--- src/rtl/neuromorphic_asic_bridge.sv ---
// ----------------------------------------------------------------------------
// neuromorphic_asic_bridge
//
// AXI4-Lite slave bridge between the processing system and an external
// neuromorphic ASIC. It drives 16 PWM-encoded input lines toward the ASIC and
// counts output spikes returned on 4 differential auxiliary channels.
//
// Register map (ADDR[3:2] selects the word, ADDR[8:4] must be zero):
//   0x00 CTRL   bit0 ENABLE (R/W), bit1 CLEAR (write-1 zeroes spike counters)
//   0x04 SPIKES byte i = 8-bit spike counter of channel i (read-only)
//   0x08 PWMCFG [15:0] line mask, [23:16] duty, [31:24] reserved (stored)
//   0x0C        reads 0
//
// Ports:
//   S_AXI_ACLK            system clock, also the PWM clock
//   S_AXI_ARESET          synchronous active-high reset
//   S_AXI_AW*/W*/B*       AXI4-Lite write address, data and response channels
//   S_AXI_AR*/R*          AXI4-Lite read address and data channels
//   VAUXP / VAUXN         ASIC spike outputs, positive and negative legs
//   digit                 PWM input lines to the ASIC
//
// Build option:
//   NAB_PWM_PRESCALE_EN   when defined, the PWM counter advances once every
//                         PWM_PRESCALE cycles instead of every cycle.
// ----------------------------------------------------------------------------
`timescale 1ns/1ps

module neuromorphic_asic_bridge #(
    parameter int PWM_PRESCALE = 4
) (
    input  logic        S_AXI_ACLK,
    input  logic        S_AXI_ARESET,
    input  logic [8:0]  S_AXI_AWADDR,
    input  logic        S_AXI_AWVALID,
    output logic        S_AXI_AWREADY,
    input  logic [31:0] S_AXI_WDATA,
    input  logic [3:0]  S_AXI_WSTRB,
    input  logic        S_AXI_WVALID,
    output logic        S_AXI_WREADY,
    output logic [1:0]  S_AXI_BRESP,
    output logic        S_AXI_BVALID,
    input  logic        S_AXI_BREADY,
    input  logic [8:0]  S_AXI_ARADDR,
    input  logic        S_AXI_ARVALID,
    output logic        S_AXI_ARREADY,
    output logic [31:0] S_AXI_RDATA,
    output logic [1:0]  S_AXI_RRESP,
    output logic        S_AXI_RVALID,
    input  logic        S_AXI_RREADY,
    input  logic [3:0]  VAUXP,
    input  logic [3:0]  VAUXN,
    output logic [15:0] digit
);

    typedef enum logic [1:0] {
        WR_IDLE,
        WR_ACK,
        WR_RESP
    } wrState_t;

    typedef enum logic [1:0] {
        RD_IDLE,
        RD_ACK,
        RD_DATA
    } rdState_t;

    wrState_t wrState_q, wrState_d;
    rdState_t rdState_q, rdState_d;

    logic        writeCommit;
    logic        readAccept;
    logic        wrMapped;
    logic [1:0]  wrWord;
    logic        clearHit;

    logic        ctrlEnable_q;
    logic [31:0] pwmCfg_q;
    logic [3:0][7:0] spikeCnt_q;
    logic [31:0] rdata_q;
    logic [31:0] readData_d;

    logic [7:0]  pwmCnt_q;
    logic        pwmTick;
    logic [15:0] digit_q;

    logic [3:0]  syncP1_q, syncP2_q;
    logic [3:0]  syncN1_q, syncN2_q;
    logic [3:0]  levelPrev_q;
    logic [3:0]  spikeLevel;
    logic [3:0]  spikeRise;

    logic        unusedSignals;

    // Byte strobes and the byte offset bits carry no meaning for this block.
    assign unusedSignals = ^{S_AXI_WSTRB, S_AXI_AWADDR[1:0], S_AXI_ARADDR[1:0]};

    // ------------------------------------------------------------------------
    // Write channel: one transaction at a time. A write is accepted only from
    // idle with both address and data valid; READY pulses for one cycle in
    // WR_ACK, and BVALID stays up until the master takes the response.
    // ------------------------------------------------------------------------
    assign writeCommit = (wrState_q == WR_IDLE) && S_AXI_AWVALID && S_AXI_WVALID;

    always_ff @(posedge S_AXI_ACLK) begin
        if (S_AXI_ARESET) begin
            wrState_q <= WR_IDLE;
        end else begin
            wrState_q <= wrState_d;
        end
    end

    always_comb begin
        wrState_d = wrState_q;
        case (wrState_q)
            WR_IDLE: begin
                if (S_AXI_AWVALID && S_AXI_WVALID) begin
                    wrState_d = WR_ACK;
                end
            end
            WR_ACK: begin
                wrState_d = S_AXI_BREADY ? WR_IDLE : WR_RESP;
            end
            WR_RESP: begin
                if (S_AXI_BREADY) begin
                    wrState_d = WR_IDLE;
                end
            end
            default: wrState_d = WR_IDLE;
        endcase
    end

    assign S_AXI_AWREADY = (wrState_q == WR_ACK);
    assign S_AXI_WREADY  = (wrState_q == WR_ACK);
    assign S_AXI_BVALID  = (wrState_q == WR_ACK) || (wrState_q == WR_RESP);
    assign S_AXI_BRESP   = 2'b00;

    // ------------------------------------------------------------------------
    // Read channel: mirrors the write side. RDATA is captured on the accept
    // edge so it stays stable however long the master stalls RREADY.
    // ------------------------------------------------------------------------
    assign readAccept = (rdState_q == RD_IDLE) && S_AXI_ARVALID;

    always_ff @(posedge S_AXI_ACLK) begin
        if (S_AXI_ARESET) begin
            rdState_q <= RD_IDLE;
        end else begin
            rdState_q <= rdState_d;
        end
    end

    always_comb begin
        rdState_d = rdState_q;
        case (rdState_q)
            RD_IDLE: begin
                if (S_AXI_ARVALID) begin
                    rdState_d = RD_ACK;
                end
            end
            RD_ACK: begin
                rdState_d = S_AXI_RREADY ? RD_IDLE : RD_DATA;
            end
            RD_DATA: begin
                if (S_AXI_RREADY) begin
                    rdState_d = RD_IDLE;
                end
            end
            default: rdState_d = RD_IDLE;
        endcase
    end

    assign S_AXI_ARREADY = (rdState_q == RD_ACK);
    assign S_AXI_RVALID  = (rdState_q == RD_ACK) || (rdState_q == RD_DATA);
    assign S_AXI_RRESP   = 2'b00;

    // Read decode; anything with ADDR[8:4] set is unmapped and returns zero.
    always_comb begin
        readData_d = 32'h0;
        if (S_AXI_ARADDR[8:4] == 5'd0) begin
            case (S_AXI_ARADDR[3:2])
                2'd0:    readData_d = {31'h0, ctrlEnable_q};
                2'd1:    readData_d = spikeCnt_q;
                2'd2:    readData_d = pwmCfg_q;
                default: readData_d = 32'h0;
            endcase
        end
    end

    always_ff @(posedge S_AXI_ACLK) begin
        if (S_AXI_ARESET) begin
            rdata_q <= 32'h0;
        end else if (readAccept) begin
            rdata_q <= readData_d;
        end
    end

    assign S_AXI_RDATA = rdata_q;

    // ------------------------------------------------------------------------
    // Register file. Writes land on the accept edge; CLEAR is a self-clearing
    // strobe that only acts on that same edge.
    // ------------------------------------------------------------------------
    assign wrMapped = (S_AXI_AWADDR[8:4] == 5'd0);
    assign wrWord   = S_AXI_AWADDR[3:2];
    assign clearHit = writeCommit && wrMapped && (wrWord == 2'd0) && S_AXI_WDATA[1];

    always_ff @(posedge S_AXI_ACLK) begin
        if (S_AXI_ARESET) begin
            ctrlEnable_q <= 1'b0;
            pwmCfg_q     <= 32'h0;
        end else if (writeCommit && wrMapped) begin
            if (wrWord == 2'd0) begin
                ctrlEnable_q <= S_AXI_WDATA[0];
            end
            if (wrWord == 2'd2) begin
                pwmCfg_q <= S_AXI_WDATA;
            end
        end
    end

    // ------------------------------------------------------------------------
    // PWM advance strobe. With the prescaler built in, the divider restarts
    // whenever the block is disabled so every enable starts a fresh period.
    // ------------------------------------------------------------------------
`ifdef NAB_PWM_PRESCALE_EN
    localparam int PRESC_W = (PWM_PRESCALE > 1) ? $clog2(PWM_PRESCALE) : 1;

    logic [PRESC_W-1:0] prescCnt_q;

    assign pwmTick = (prescCnt_q == PRESC_W'(PWM_PRESCALE - 1));

    always_ff @(posedge S_AXI_ACLK) begin
        if (S_AXI_ARESET || !ctrlEnable_q) begin
            prescCnt_q <= '0;
        end else if (pwmTick) begin
            prescCnt_q <= '0;
        end else begin
            prescCnt_q <= prescCnt_q + 1'b1;
        end
    end
`else
    localparam int unusedPrescale = PWM_PRESCALE;

    assign pwmTick = 1'b1;
`endif

    // ------------------------------------------------------------------------
    // PWM counter and registered line outputs. The counter is parked at zero
    // while disabled; the 8-bit width gives the 256-step wrap for free.
    // ------------------------------------------------------------------------
    always_ff @(posedge S_AXI_ACLK) begin
        if (S_AXI_ARESET || !ctrlEnable_q) begin
            pwmCnt_q <= 8'h0;
        end else if (pwmTick) begin
            pwmCnt_q <= pwmCnt_q + 8'd1;
        end
    end

    always_ff @(posedge S_AXI_ACLK) begin
        if (S_AXI_ARESET) begin
            digit_q <= 16'h0;
        end else if (ctrlEnable_q && (pwmCnt_q < pwmCfg_q[23:16])) begin
            digit_q <= pwmCfg_q[15:0];
        end else begin
            digit_q <= 16'h0;
        end
    end

    assign digit = digit_q;

    // ------------------------------------------------------------------------
    // Spike inputs come from the ASIC asynchronously, so both legs go through
    // two flops before the differential level is formed.
    // ------------------------------------------------------------------------
    always_ff @(posedge S_AXI_ACLK) begin
        if (S_AXI_ARESET) begin
            syncP1_q    <= 4'h0;
            syncP2_q    <= 4'h0;
            syncN1_q    <= 4'h0;
            syncN2_q    <= 4'h0;
            levelPrev_q <= 4'h0;
        end else begin
            syncP1_q    <= VAUXP;
            syncP2_q    <= syncP1_q;
            syncN1_q    <= VAUXN;
            syncN2_q    <= syncN1_q;
            levelPrev_q <= spikeLevel;
        end
    end

    assign spikeLevel = syncP2_q & ~syncN2_q;
    assign spikeRise  = spikeLevel & ~levelPrev_q;

    // ------------------------------------------------------------------------
    // Spike counters. CLEAR wins over an increment landing on the same edge;
    // the edge detector keeps tracking while disabled so re-enabling with a
    // line already high does not produce a phantom count.
    // ------------------------------------------------------------------------
    always_ff @(posedge S_AXI_ACLK) begin
        if (S_AXI_ARESET || clearHit) begin
            spikeCnt_q <= '0;
        end else if (ctrlEnable_q) begin
            for (int ch = 0; ch < 4; ch++) begin
                if (spikeRise[ch]) begin
                    spikeCnt_q[ch] <= spikeCnt_q[ch] + 8'd1;
                end
            end
        end
    end

endmodule

--- config.mk ---
export PLATFORM = sky130hd
export DESIGN_NAME = neuromorphic_asic_bridge
export DESIGN_NICKNAME = d
export VERILOG_FILES = /design/src/rtl/neuromorphic_asic_bridge.sv
export SDC_FILE = /design/constraint.sdc
export NUM_CORES = 1
export LEC_CHECK = 0
export ABC_AREA = 0
export CORE_MARGIN = 5
export CORE_UTILIZATION = 40
export DETAILED_ROUTE_END_ITERATION = 6
export GPL_ROUTABILITY_DRIVEN = 0
export GPL_TIMING_DRIVEN = 0
export PLACE_DENSITY_LB_ADDON = 0.05
export RECOVER_POWER = 50
export SYNTH_ARGS = -nofsm -noshare
export SYNTH_HDL_FRONTEND = slang
export SYNTH_SLANG_ARGS = --single-unit
--- constraint.sdc ---
create_clock -name S_AXI_ACLK -period 1.9 [get_ports S_AXI_ACLK]
set_clock_uncertainty 0.1 [all_clocks]
set_input_delay 0.38 -clock S_AXI_ACLK [delete_from_list [all_inputs] [get_ports S_AXI_ACLK]]
set_output_delay 0.38 -clock S_AXI_ACLK [all_outputs]
set_load 0.03 [all_outputs]
==> metrics.yaml, run 1 <==
die:
  die_area_sq_um: 18300
  die_h_um: 135
  ioPinCount: 126
  num_rows: 45
  initial_utilization: 0.410
  core_sq_um: 15300
  fp.dieW_um: 135
cts:
  cts_made_buffers: 17
  cts_tree: "yes"
  cts-root-buf: "clkbuf_16"
  worstSkewPairLatency_ns: 0.42
  path_clk_slew_ns: 0.06
  htree_levels: 4
  hold_buffers: 0
  cts_num_sinks: 145
  clockBufferDepth: 2
finish:
  fill_cells: 1425
  multi_input_area_sq_um: 2990
  syn2layout_area_growth_pct: 31.3
  final_nets: 863
  layout-drive-gt1-share: 0.249
  final_cells: 997
  final_cell_mix: "dfxtp_1 (143), nand2_1 (95), clkdlybuf4s50_1 (61)"
  final_cell_area_sq_um: 8250
  regArea_sq_um: 2910
  final_common_cell: "dfxtp_1"
  antenna_cells: 0
global_route:
  track_usage: 0.173
  gr-usage-met3: 0.0572
  grt_overflow_total: 0
  grtUsageMet2: 0.292
  grt_pass1_wl_mm: 24.6
  grt_max_degree: 17
  antenna_found_initial: 0
  met1_usage: 0.210
  top_usage_layer: "met2"
  grt_pass1_vias: 4830
timing:
  worst_pin_slew_ns: 0.784
  fmax_mhz: 538
  setup_viol: 0
  slew_headroom: 0.478
  setup_ws_ns: 0.0413
  maxSlewViolCount: 0
  worst_hold_slack_ns: 0.307
  fin_crit_sh: 0.978
  period_needed_ns: 1.86
  hold_violations: 0
worst_setup_path:
  cp_num_cells: 1
  ff2ff_setup_slack_ns: 0.06
  worstPathRequired_ns: 1.42
  r2r_cells: 5
  cp_num_buf_inv: 1
  critical_path.top_delay_family: "buffers and inverters"
  slowest_stage: "clkdlybuf4s50_1"
  start_kind: "flop"
  worstPathCellList: "clkdlybuf4s50_1"
  critPathMaxFanout: 1
  max_stage_delay_ns: 0.66
  arrival_ns: 1.38
  regToRegEndpoint: "digit[10]$_SDFF_PP0_"
  critPathKind: "flop to output pin"
  r2r_start: "pwmCfg_q[22]$_SDFFE_PP0P_"
  cp-end-kind: "output pin"
yosys:
  ys_warn_count: 0
  synth_edf_count: 0
  postSynthAreaPerCell_sq_um: 9.85
  synth_seq_cells: 145
  async_flop_share: 0
  ys_seq_area_frac: 0.462
  syn_area_sq_um: 6290
  ys_types: 48
  ys.flop_type: "dfxtp_1"
  syn_inst: 638
power:
  power_density_nw_per_um2: 848
  p_leak_uw: 0.00315
  vdd_drop_max_v: 0.000616
hold_path:
  hold_path.class: "flop to flop"
  min_to: "levelPrev_q[0]$_SDFF_PP0_"
  hold_depth: 1
  holdCritStartpoint: "syncN2_q[0]$_SDFF_PP0_"
drt:
  drc: 0
  drt-initial-drc-count: 229
  num_vias: 4880
  drt_wl_total_mm: 15.8
  routed_via_density: 4.89
  wl_per_cell_um: 15.8
  antenna_left: 0
  drt_first_pass_iters: 5
place:
  place_inst: 964
  place.port_buffers: 112
  place_area_sq_um: 7680
  pre_cts_slack_ns: -0.413
  hpwl_mm: 11.5
outcome:
  status: "finished clean"
job:
  maxCapViolCount: 0
worst max path at each step:
stage / startpoint / to
floorplan: pwmCfg_q[23]$_SDFFE_PP0P_ / digit[10]$_SDFF_PP0_
global placement: S_AXI_AWADDR[6] / pwmCfg_q[20]$_SDFFE_PP0P_
detailed placement: S_AXI_AWADDR[6] / pwmCfg_q[2]$_SDFFE_PP0P_
CTS: wrState_q[0]$_SDFFE_PP0P_ / S_AXI_BVALID
global route: wrState_q[0]$_SDFFE_PP0P_ / pwmCfg_q[4]$_SDFFE_PP0P_
finish: digit[15]$_SDFF_PP0_ / digit[15]
report_power, final:
group          switching (uW)  total (uW)  internal, uW
Sequential               13.2        3080          3070
Clock                    1220        3410          2190
Combinational             266         498           232
stage by stage:
stage,TNS (ns),util,power (uW)
floorplan,0,-,3430
global placement,-27.97,0.502,3660
detailed placement,-28.58,0.502,3670
CTS,-0.0550,0.541,7090
global route,-0.0196,0.539,7260
finish,0,0.539,7000
synthesized netlist by cell type (4+ instances only):
cell / count / area, sq um
buf_4: 8 / 60.1
nor2b_1: 20 / 125
and3_1: 9 / 56.3
xnor2_1: 8 / 70.1
nand3_1: 9 / 45.0
nor2_1: 46 / 173
a22o_2: 29 / 290
nor3b_1: 4 / 30.0
mux2i_1: 8 / 80.1
a21oi_1: 44 / 220
nand2_1: 95 / 357
xor2_1: 24 / 210
clkbuf_1: 9 / 33.8
dfxtp_1: 145 / 2900
a22oi_2: 30 / 375
nand4_1: 10 / 62.6
a21oi_2: 10 / 87.6
inv_1: 14 / 52.6
ha_1: 19 / 238
buf_2: 11 / 55.1
buf_6: 7 / 78.8
nor2_2: 30 / 188
clkbuf_8: 11 / 151
sequential cells by signal (all words and copies together) (netlist names):
signal        cells
syncN2_q          4
syncN1_q          4
rdState_q         2
digit            16
syncP1_q          4
syncP2_q          4
pwmCnt_q          8
spikeCnt_q       32
S_AXI_RDATA      32
wrState_q         2
levelPrev_q       4
ctrlEnable_q      1
pwmCfg_q         32
final cells by class:
| cell class | instances | area share |
|---|---|---|
| multi-input cells | 435 | 0.363 |
| flip-flops and latches | 145 | 0.352 |
| repair buffers | 116 | 0.124 |
| clock buffers | 22 | 0.0587 |
| plain buffers | 46 | 0.0493 |
| well taps | 211 | 0.0320 |
| clock inverters | 8 | 0.0155 |
| inverters | 14 | 0.00637 |
timing repair:
| action | in CTS | in global routing |
|---|---|---|
| pin swaps | 2 | 3 |
| endpoints found under the setup margin | 86 | 102 |
| cloned | 0 | 0 |
| setup buffers | 4 | 0 |
| gates resized for setup | 62 | 32 |
cell families (layout without fill, tap and decap cells):
| logic type | count (synthesis) | in the layout | synth area share |
|---|---|---|---|
| AO/OA/AOI/OAI | 127 | 127 | 0.175 |
| other | 1 | 4 | 0.000597 |
| buffers and inverters | 61 | 206 | 0.0695 |
| adder cells (fa/ha/maj) | 19 | 19 | 0.0378 |
| multiplexers | 8 | 8 | 0.0127 |
| AND/OR/NAND/NOR | 245 | 245 | 0.198 |
| XOR/XNOR | 32 | 32 | 0.0446 |
| flip-flops | 145 | 145 | 0.462 |
routing by layer:
layer  up-vias  wire length (um)  share of wire
met2       114              7850           0.50
met1      2316              6930           0.44
li1       2440                 -              -
met3        10               830          0.053
met5         -                 0              0
met4         0               172          0.011
worst reg2reg max path, stage by stage (launching register included):
cell and delay (ns):
dfxtp_1 0.35, inv_1 0.07, ha_1 0.34, and4_2 0.42, buf_2 0.35, a21oi_2 0.09
No activity file was read; power rests on OpenSTA's default activity.
==> run 2, diff against run 1 <==
- CAP_MARGIN: not set -> 20
- CELL_PAD_IN_SITES_DETAIL_PLACEMENT: not set -> 0
- CELL_PAD_IN_SITES_GLOBAL_PLACEMENT: not set -> 1
- CORE_UTILIZATION: 40 -> 36
- GPL_TIMING_DRIVEN: 0 -> not set
==> metrics.yaml, run 2 (synthesized netlist as in run 1, its figures left out) <==
die:
  die_area_sq_um: 20200  # +10%
  num_rows: 48  # +6.7%
  fp.dieW_um: 142  # +5.0%
  die_h_um: 142  # +5.0%
  initial_utilization: 0.365  # -0.0458
  ioPinCount: 126  # unchanged
  core_sq_um: 17200  # +13%
global_route:
  grt_pass1_vias: 4758  # -1.5%
  grt_overflow_total: 0  # unchanged
  grt_max_degree: 42  # +25
  antenna_found_initial: 0  # unchanged
  track_usage: 0.156  # -0.0171
  grt_pass1_wl_mm: 24.7  # +0.42%
worst_setup_path:
  slowest_stage: "clkdlybuf4s50_1"
  start_kind: "flop"
  cp_num_buf_inv: 1  # unchanged
  cp-end-kind: "output pin"
  worstPathRequired_ns: 1.42  # about the same
  max_stage_delay_ns: 0.66  # about the same
  critPathMaxFanout: 1  # unchanged
  r2r_start: "pwmCfg_q[21]$_SDFFE_PP0P_"
  r2r_cells: 8  # +3
  arrival_ns: 1.39  # about the same
  regToRegEndpoint: "digit[0]$_SDFF_PP0_"
  critical_path.top_delay_family: "buffers and inverters"
  critPathKind: "flop to output pin"
  ff2ff_setup_slack_ns: 0.09  # +0.03 ns
  worstPathCellList: "clkdlybuf4s50_1"
drt:
  drt_wl_total_mm: 15.5  # -1.5%
  antenna_left: 0  # unchanged
  num_vias: 4773  # -2.2%
  drt-initial-drc-count: 195  # -15%
  drc: 0  # unchanged
  drt_first_pass_iters: 4  # -1
  routed_via_density: 4.82  # -1.5%
  wl_per_cell_um: 15.7  # -0.83%
hold_path:
  hold_path.class: "flop to flop"
  min_to: "levelPrev_q[1]$_SDFF_PP0_"
  hold_depth: 1  # unchanged
  holdCritStartpoint: "syncN2_q[1]$_SDFF_PP0_"
finish:
  final_common_cell: "dfxtp_1"
  final_nets: 840  # -2.7%
  syn2layout_area_growth_pct: 29.2
  fill_cells: 1687  # +18%
  layout-drive-gt1-share: 0.212  # -0.0376
  final_cell_area_sq_um: 8120  # -1.6%
  antenna_cells: 0  # unchanged
  final_cell_mix: "dfxtp_1 (144), nand2_1 (94), clkdlybuf4s50_1 (64)"
cts:
  cts_num_sinks: 145  # unchanged
  path_clk_slew_ns: 0.06  # about the same
  cts-root-buf: "clkbuf_16"
  cts_made_buffers: 17  # unchanged
  hold_buffers: 0  # unchanged
  htree_levels: 4  # unchanged
  clockBufferDepth: 2  # unchanged
  cts_tree: "yes"
  worstSkewPairLatency_ns: 0.42  # about the same
place:
  place.port_buffers: 113  # +0.89%
  hpwl_mm: 10.9  # -4.6%
  place_area_sq_um: 7650  # -0.39%
job:
  maxCapViolCount: 0  # unchanged
power:
  power_density_nw_per_um2: 869  # +2.5%
  p_leak_uw: 0.00310  # -1.6%
  power_uw: 7060  # +0.88%
  vdd_drop_max_v: 0.000611  # -0.70%
timing:
  setup_viol: 0  # unchanged
  period_needed_ns: 1.87  # +0.0104 ns
  setup_tns_ns: 0  # unchanged
  hold_violations: 0  # unchanged
  maxSlewViolCount: 0  # unchanged
  fmax_mhz: 535  # -0.56%
  fin_crit_sh: 0.984  # +0.00547
  rsz0062_at_grt: "false"
outcome:
  status: "finished clean"
run 2: cell type report:
type | instances | area, sq um | share of cell area
inverters | 14 | 52.6 | 0.00647
flip-flops and latches | 145 | 2900 | 0.357
well taps | 225 | 282 | 0.0347
multi-input cells | 435 | 2890 | 0.356
clock buffers | 17 | 425 | 0.0524
repair buffers | 139 | 1370 | 0.168
clock inverters | 15 | 200 | 0.0246
run 2: layer usage:
metal	GRT usage	vias to the layer above	share of wire
met4	0.0530	0	0.013
li1	-	2406	-
met2	0.271	87	0.50
met3	0.0323	19	0.041
met5	0	-	0
met1	0.192	2261	0.45
run 2: timing repair:
item                                    in CTS  in global routing
gates resized for setup                     54                 21
endpoints found under the setup margin      42                 34
setup buffers                                0                  1
gates cloned                                 0                  1
pin swaps                                    0                  1
run 2: through the flow:
| step | worst slack [ns] | instances | hold WS, ns | utilization |
|---|---|---|---|---|
| 2_1_floorplan | 0.159 | 641 | 0.289 | - |
| 3_3_place_gp | -0.209 | 956 | 0.296 | 0.444 |
| 3_5_place_dp | -0.234 | 956 | 0.306 | 0.444 |
| 4_1_cts | -0.0532 | 988 | 0.297 | 0.478 |
| 5_1_grt | 0.000346 | 990 | 0.325 | 0.471 |
| 6_report | 0.0310 | 990 | 0.311 | 0.471 |
run 2: worst max path at each step:
stage / to / slack (ns) / start / cells past startpoint
2_1_floorplan: digit[10]$_SDFF_PP0_ / 0.16 / pwmCfg_q[23]$_SDFFE_PP0P_ / 7
3_3_place_gp: S_AXI_RDATA[19]$_SDFFE_PP0P_ / -0.21 / S_AXI_ARADDR[5] / 6
3_5_place_dp: S_AXI_RDATA[15]$_SDFFE_PP0P_ / -0.23 / S_AXI_ARADDR[5] / 6
4_1_cts: S_AXI_RVALID / -0.05 / rdState_q[0]$_SDFFE_PP0P_ / 3
5_1_grt: S_AXI_BVALID / 0.0003 / wrState_q[1]$_SDFFE_PP0P_ / 3
6_report: digit[9] / 0.03 / digit[9]$_SDFF_PP0_ / 1
run 2: report_power, final:
group	switching (uW)	internal [uW]	total [uW]
Clock	1410	2100	3510
Sequential	12.5	3070	3080
Combinational	246	216	462
==> run 3, diff against run 2 <==
- GPL_ROUTABILITY_DRIVEN: 0 -> not set
==> results of run 3 <==
No change in the layout: final DEF, timing and power equal those of run 2.
